<file path="src/rtl/writeback_unit.sv">
// Register-file writeback stage: merges single-cycle ALU results with a
// small FIFO of long-latency results, ALU first, r0 writes discarded.
module writeback_unit #(
   parameter int REG_COUNT  = 32,
   parameter int REG_W      = 32,
   parameter int REG_IDX_W  = $clog2(REG_COUNT),
   parameter int DEPTH      = 4,
   parameter int STARVE_MAX = 8
) (
   input  logic                 clk,
   input  logic                 reset,
   input  logic                 alu_valid,
   input  logic [REG_IDX_W-1:0] alu_rd,
   input  logic [REG_W-1:0]     alu_data,
   input  logic                 mem_valid,
   output logic                 mem_ready,
   input  logic [REG_IDX_W-1:0] mem_rd,
   input  logic [REG_W-1:0]     mem_data,
   output logic                 wr_en,
   output logic [REG_IDX_W-1:0] wr_reg,
   output logic [REG_W-1:0]     wr_data,
   output logic                 alu_hold,
   input  logic [REG_IDX_W-1:0] pend_query,
   output logic                 pend_hit
);

   localparam int PTR_W = $clog2(DEPTH);
   localparam int CNT_W = PTR_W + 1;
   localparam int ST_W  = $clog2(STARVE_MAX + 1);

   logic [REG_IDX_W-1:0] q_rd   [DEPTH];
   logic [REG_W-1:0]     q_data [DEPTH];
   logic [PTR_W-1:0]     rd_ptr;
   logic [PTR_W-1:0]     wr_ptr;
   logic [CNT_W-1:0]     count;
   logic [ST_W-1:0]      starve;

   logic                 alu_win;
   logic                 fifo_empty;
   logic                 push;
   logic                 pop;
   logic                 win_valid;
   logic [REG_IDX_W-1:0] win_rd;
   logic [REG_W-1:0]     win_data;
   logic [ST_W-1:0]      starve_next;

   // mem_ready depends on state only, so upstream may use it to form mem_valid
   assign mem_ready  = (count < CNT_W'(DEPTH));
   assign fifo_empty = (count == '0);
   assign alu_win    = alu_valid && (alu_rd != '0);
   assign push       = mem_valid && mem_ready && (mem_rd != '0);
   assign pop        = !alu_win && !fifo_empty;

   always_comb begin
      win_valid = 1'b0;
      win_rd    = '0;
      win_data  = '0;
      if (alu_win) begin
         win_valid = 1'b1;
         win_rd    = alu_rd;
         win_data  = alu_data;
      end else if (!fifo_empty) begin
         win_valid = 1'b1;
         win_rd    = q_rd[rd_ptr];
         win_data  = q_data[rd_ptr];
      end
   end

   // Starvation only accrues while a queued result is waiting behind the ALU
   always_comb begin
      starve_next = '0;
      if (!fifo_empty && alu_win) begin
         if (starve >= ST_W'(STARVE_MAX)) starve_next = ST_W'(STARVE_MAX);
         else                             starve_next = starve + 1'b1;
      end
   end

   always_ff @(posedge clk) begin
      if (reset) begin
         rd_ptr   <= '0;
         wr_ptr   <= '0;
         count    <= '0;
         starve   <= '0;
         wr_en    <= 1'b0;
         wr_reg   <= '0;
         wr_data  <= '0;
         alu_hold <= 1'b0;
      end else begin
         if (push) begin
            q_rd[wr_ptr]   <= mem_rd;
            q_data[wr_ptr] <= mem_data;
            wr_ptr         <= wr_ptr + 1'b1;
         end
         if (pop) rd_ptr <= rd_ptr + 1'b1;
         case ({push, pop})
            2'b10:   count <= count + 1'b1;
            2'b01:   count <= count - 1'b1;
            default: count <= count;
         endcase
         wr_en <= win_valid;
         if (win_valid) begin
            wr_reg  <= win_rd;
            wr_data <= win_data;
         end
         starve   <= starve_next;
         alu_hold <= (starve_next >= ST_W'(STARVE_MAX));
      end
   end

   // Scan only the occupied slots, walking from the head
   always_comb begin
      pend_hit = 1'b0;
      if (pend_query != '0) begin
         if (wr_en && (wr_reg == pend_query)) pend_hit = 1'b1;
         for (int k = 0; k < DEPTH; k++) begin
            if ((CNT_W'(k) < count) && (q_rd[rd_ptr + PTR_W'(k)] == pend_query))
               pend_hit = 1'b1;
         end
      end
   end

endmodule
</file>
<file path="config.mk">
export PLATFORM = sky130hd
export DESIGN_NAME = writeback_unit
export DESIGN_NICKNAME = d
export VERILOG_FILES = /design/src/rtl/writeback_unit.sv
export SDC_FILE = /design/constraint.sdc
export NUM_CORES = 1
export LEC_CHECK = 0
export ABC_AREA = 1
export CORE_MARGIN = 4
export CORE_UTILIZATION = 40
export CTS_CLUSTER_DIAMETER = 40
export DETAILED_ROUTE_END_ITERATION = 8
export PLACE_DENSITY_LB_ADDON = 0.2
export SLEW_MARGIN = 20
export SYNTH_ARGS = -nofsm -noshare
export SYNTH_HDL_FRONTEND = slang
export SYNTH_SLANG_ARGS = --single-unit
</file>
<file path="constraint.sdc">
create_clock -name clk -period 3.9 [get_ports clk]
set_input_delay 1.17 -clock clk [delete_from_list [all_inputs] [get_ports clk]]
set_output_delay 1.17 -clock clk [all_outputs]
set_load 0.02 [all_outputs]
</file>
==> results.yml <==
global_routing:
  grt_remaining_overflow: 0
  grt_pass1_wl_um: 32600
  met2_usage_pct: 28.5
  busiest_layer: "met2"
  grtUsageTotal_pct: 17.2
  grt_pass1_vias: 6190
  met1_usage_pct: 23.2
  grt_max_degree: 65
  grtUsageMet3_pct: 3.32
  grt_antenna_before_repair: 0
finish:
  fillCellCount: 2038
  n_antenna_cell: 0
  fin_util_pct: 50.3
  register_area_um2: 5470
  drive_gt1_share_pct: 6.75
  final_cell_mix: "nand2_1, edfxtp_1, clkdlybuf4s50_1"
  final_nets: 1162
  largest_reg_flops: 128
  regMostFlops: "q_data"
  reg_top3: "q_data x128, wr_data x32, q_rd x20"
  final_common_cell: "nand2_1"
  area_delta_synth_final_pct: 24.4
  fin_area_um2: 10900
  multi_input_area_um2: 2850
timing:
  worst_slack_ns: 0.117
  max-slew-margin-rel_pct: 56.2
  period_share_pct: 97.0
  tns_ns: 0
  skew_ns: 0.0108
  hold_viol: 0
  final-max-slew-violation-count: 0
  setup_violations: 0
  fin_crit_ns: 3.78
  rsz0062_at_grt: "no"
  timing.fmax_ghz: 0.264
  worst_pin_slew_ns: 0.657
critical_path:
  critPathSlowestCell: "clkdlybuf4s50_1"
  arrival_ns: 2.61
  crit_chain: "clkdlybuf4s50_1, inv_1, a221oi_1, nand3_1, nand2_1, nor2_1, a21oi_2, clkbuf_2"
  startpoint_type: "input pin"
  critPathMaxStageDelay_ns: 0.48
  endpoint_kind: "output pin"
  path_delay_family: "buffers and inverters"
  worst-path-max-fanout: 6
  crit_buf_inv: 3
  r2r_slack_ns: 1.79
  worstSetupPathType: "input pin to output pin"
  required_ns: 2.73
floorplanning:
  io_pins: 124
  start_util_pct: 40.4
  die_area_um2: 24400
  fp.coreArea_um2: 21800
  die_w_um: 156
  rows: 54
  die_height_um: 156
route:
  vias: 6657
  vias_per_cell: 4.89
  first_pass_iters: 7
  routed_wl_um: 21100
  wire_per_inst_um: 15.5
  drt_iter0_markers: 327
  ant_nets: 0
  drc: 0
clock_network:
  postCtsSetupBuffers: 0
  cts_tree: "yes"
  clk-insertion-delay-late_ns: 0.43
  clkTransAtPathRegs_ns: 0.07
  clk_path_buf_depth: 2
  clock-sinks: 199
  clock-root-buffer: "clkbuf_16"
  postCtsHoldBufs: 0
  htreeDepth: 4
  cts_made_buffers: 17
synthesis:
  synth_cells: 941
  yosysWarnings: 0
  synth_area_um2: 8800
  synth.distinct_cells: 30
  syn_area_per_cell_um2: 9.35
  ys_seq_elements: 199
  synth_seq_area_share_pct: 62.1
  synth.net_count: 1035
  synth_top_area_share_pct: 50.5
  synthTopCellsByArea: "edfxtp_1, nand2_1, dfxtp_1, o21ai_0, nor2_1"
  yosysTopAreaCell: "edfxtp_1"
pwr:
  p_sw_uw: 2270
  combPwrFrac_pct: 34.1
  switching_share_pct: 35.1
  p_int_uw: 4190
  clock_power_share_pct: 25.7
  finalPower_uw: 6460
  power.leakage_uw: 0.00446
  pwr_density_cell_nw_per_um2: 590
  p_seq_share_pct: 40.2
  vdd_drop_max_v: 0.000320
placement:
  dp_slack_ns: -0.278
  placed_cell_area_um2: 10400
  hpwl_um: 14000
  port_buffers: 123
  gp_congestion: 0.849
worst_hold_path:
  hold_class: "flip-flop to flip-flop"
outcome:
  status: "complete, no violations"
job:
  cap_violations: 0
==> stage by stage <==
| stage | hold slack [ns] | cells |
|---|---|---|
| after global routing | 0.499 | 1361 |
| final | 0.479 | 1361 |
| after global placement | 0.471 | 1329 |
| after CTS | 0.481 | 1361 |
| after floorplan | 0.453 | 941 |
| after detailed placement | 0.472 | 1329 |
==> cell families after synthesis <==
logic type	after synthesis	share of synthesized area (%)
flip-flops	199	62.1
XOR/XNOR	6	0.597
buffers and inverters	113	5.89
AO/OA/AOI/OAI	130	8.08
AND/OR/NAND/NOR	482	21.8
adder cells (fa/ha/maj)	11	1.56
==> synthesized netlist by cell type, drive strengths merged <==
library cell,count
nand2,316
a211oi,1
buf,25
edfxtp,148
a221oi,1
o221ai,1
nor2,92
clkbuf,19
a21oi,12
dfxtp,51
nor3,5
a31oi,1
xor2,5
nand4,1
o22ai,34
o211ai,1
nor3b,1
o21ai,79
inv,67
ha,11
nand3,67
clkinv,2
xnor2,1
==> timing repair <==
action	in CTS	in global routing
hold endpoints to repair	0	0
resized for setup	2	1
pin swaps	0	0
endpoints found under the setup margin	1	1
==> cell type report <==
| cell class | instances | area share [%] |
|---|---|---|
| clock buffers | 24 | 4.61 |
| clock inverters | 8 | 0.526 |
| inverters | 69 | 2.43 |
| multi-input cells | 629 | 26.0 |
| flip-flops and latches | 199 | 49.9 |
| well taps | 280 | 3.20 |
| repair buffers | 152 | 13.3 |
==> final timing paths <==
path                      startpoint                       to  depth (start not counted)
max reg2reg    count[0]$_SDFFE_PP0P_    count[2]$_SDFFE_PP0P_                         10
min reg2reg  wr_data[6]$_SDFFE_PP0P_  wr_data[6]$_SDFFE_PP0P_                          2
min          wr_data[6]$_SDFFE_PP0P_  wr_data[6]$_SDFFE_PP0P_                          2
max                    pend_query[3]                 pend_hit                          8
==> layer usage <==
layer  vias up  part of all wire (%)
li1       3397                     -
met1      3064                    45
met2       171                    48
met3        25                   5.1
met4         0                   1.5
met5         -                     0
==> power groups by stage <==
stage | Clock [uW] | Combinational (uW) | Sequential (uW)
after floorplan | 0 | 1420 | 2720
after global placement | 0 | 2220 | 2640
after detailed placement | 0 | 2230 | 2650
after CTS | 1700 | 2230 | 2600
after global routing | 1790 | 2480 | 2620
final | 1660 | 2200 | 2600
==> tightest hold or removal path, cell delays in order (launching register included) <==
cell and delay (ns):
dfxtp_1 0.31, nand2_1 0.06, a31oi_1 0.06
(Power assumes the default switching activity.)
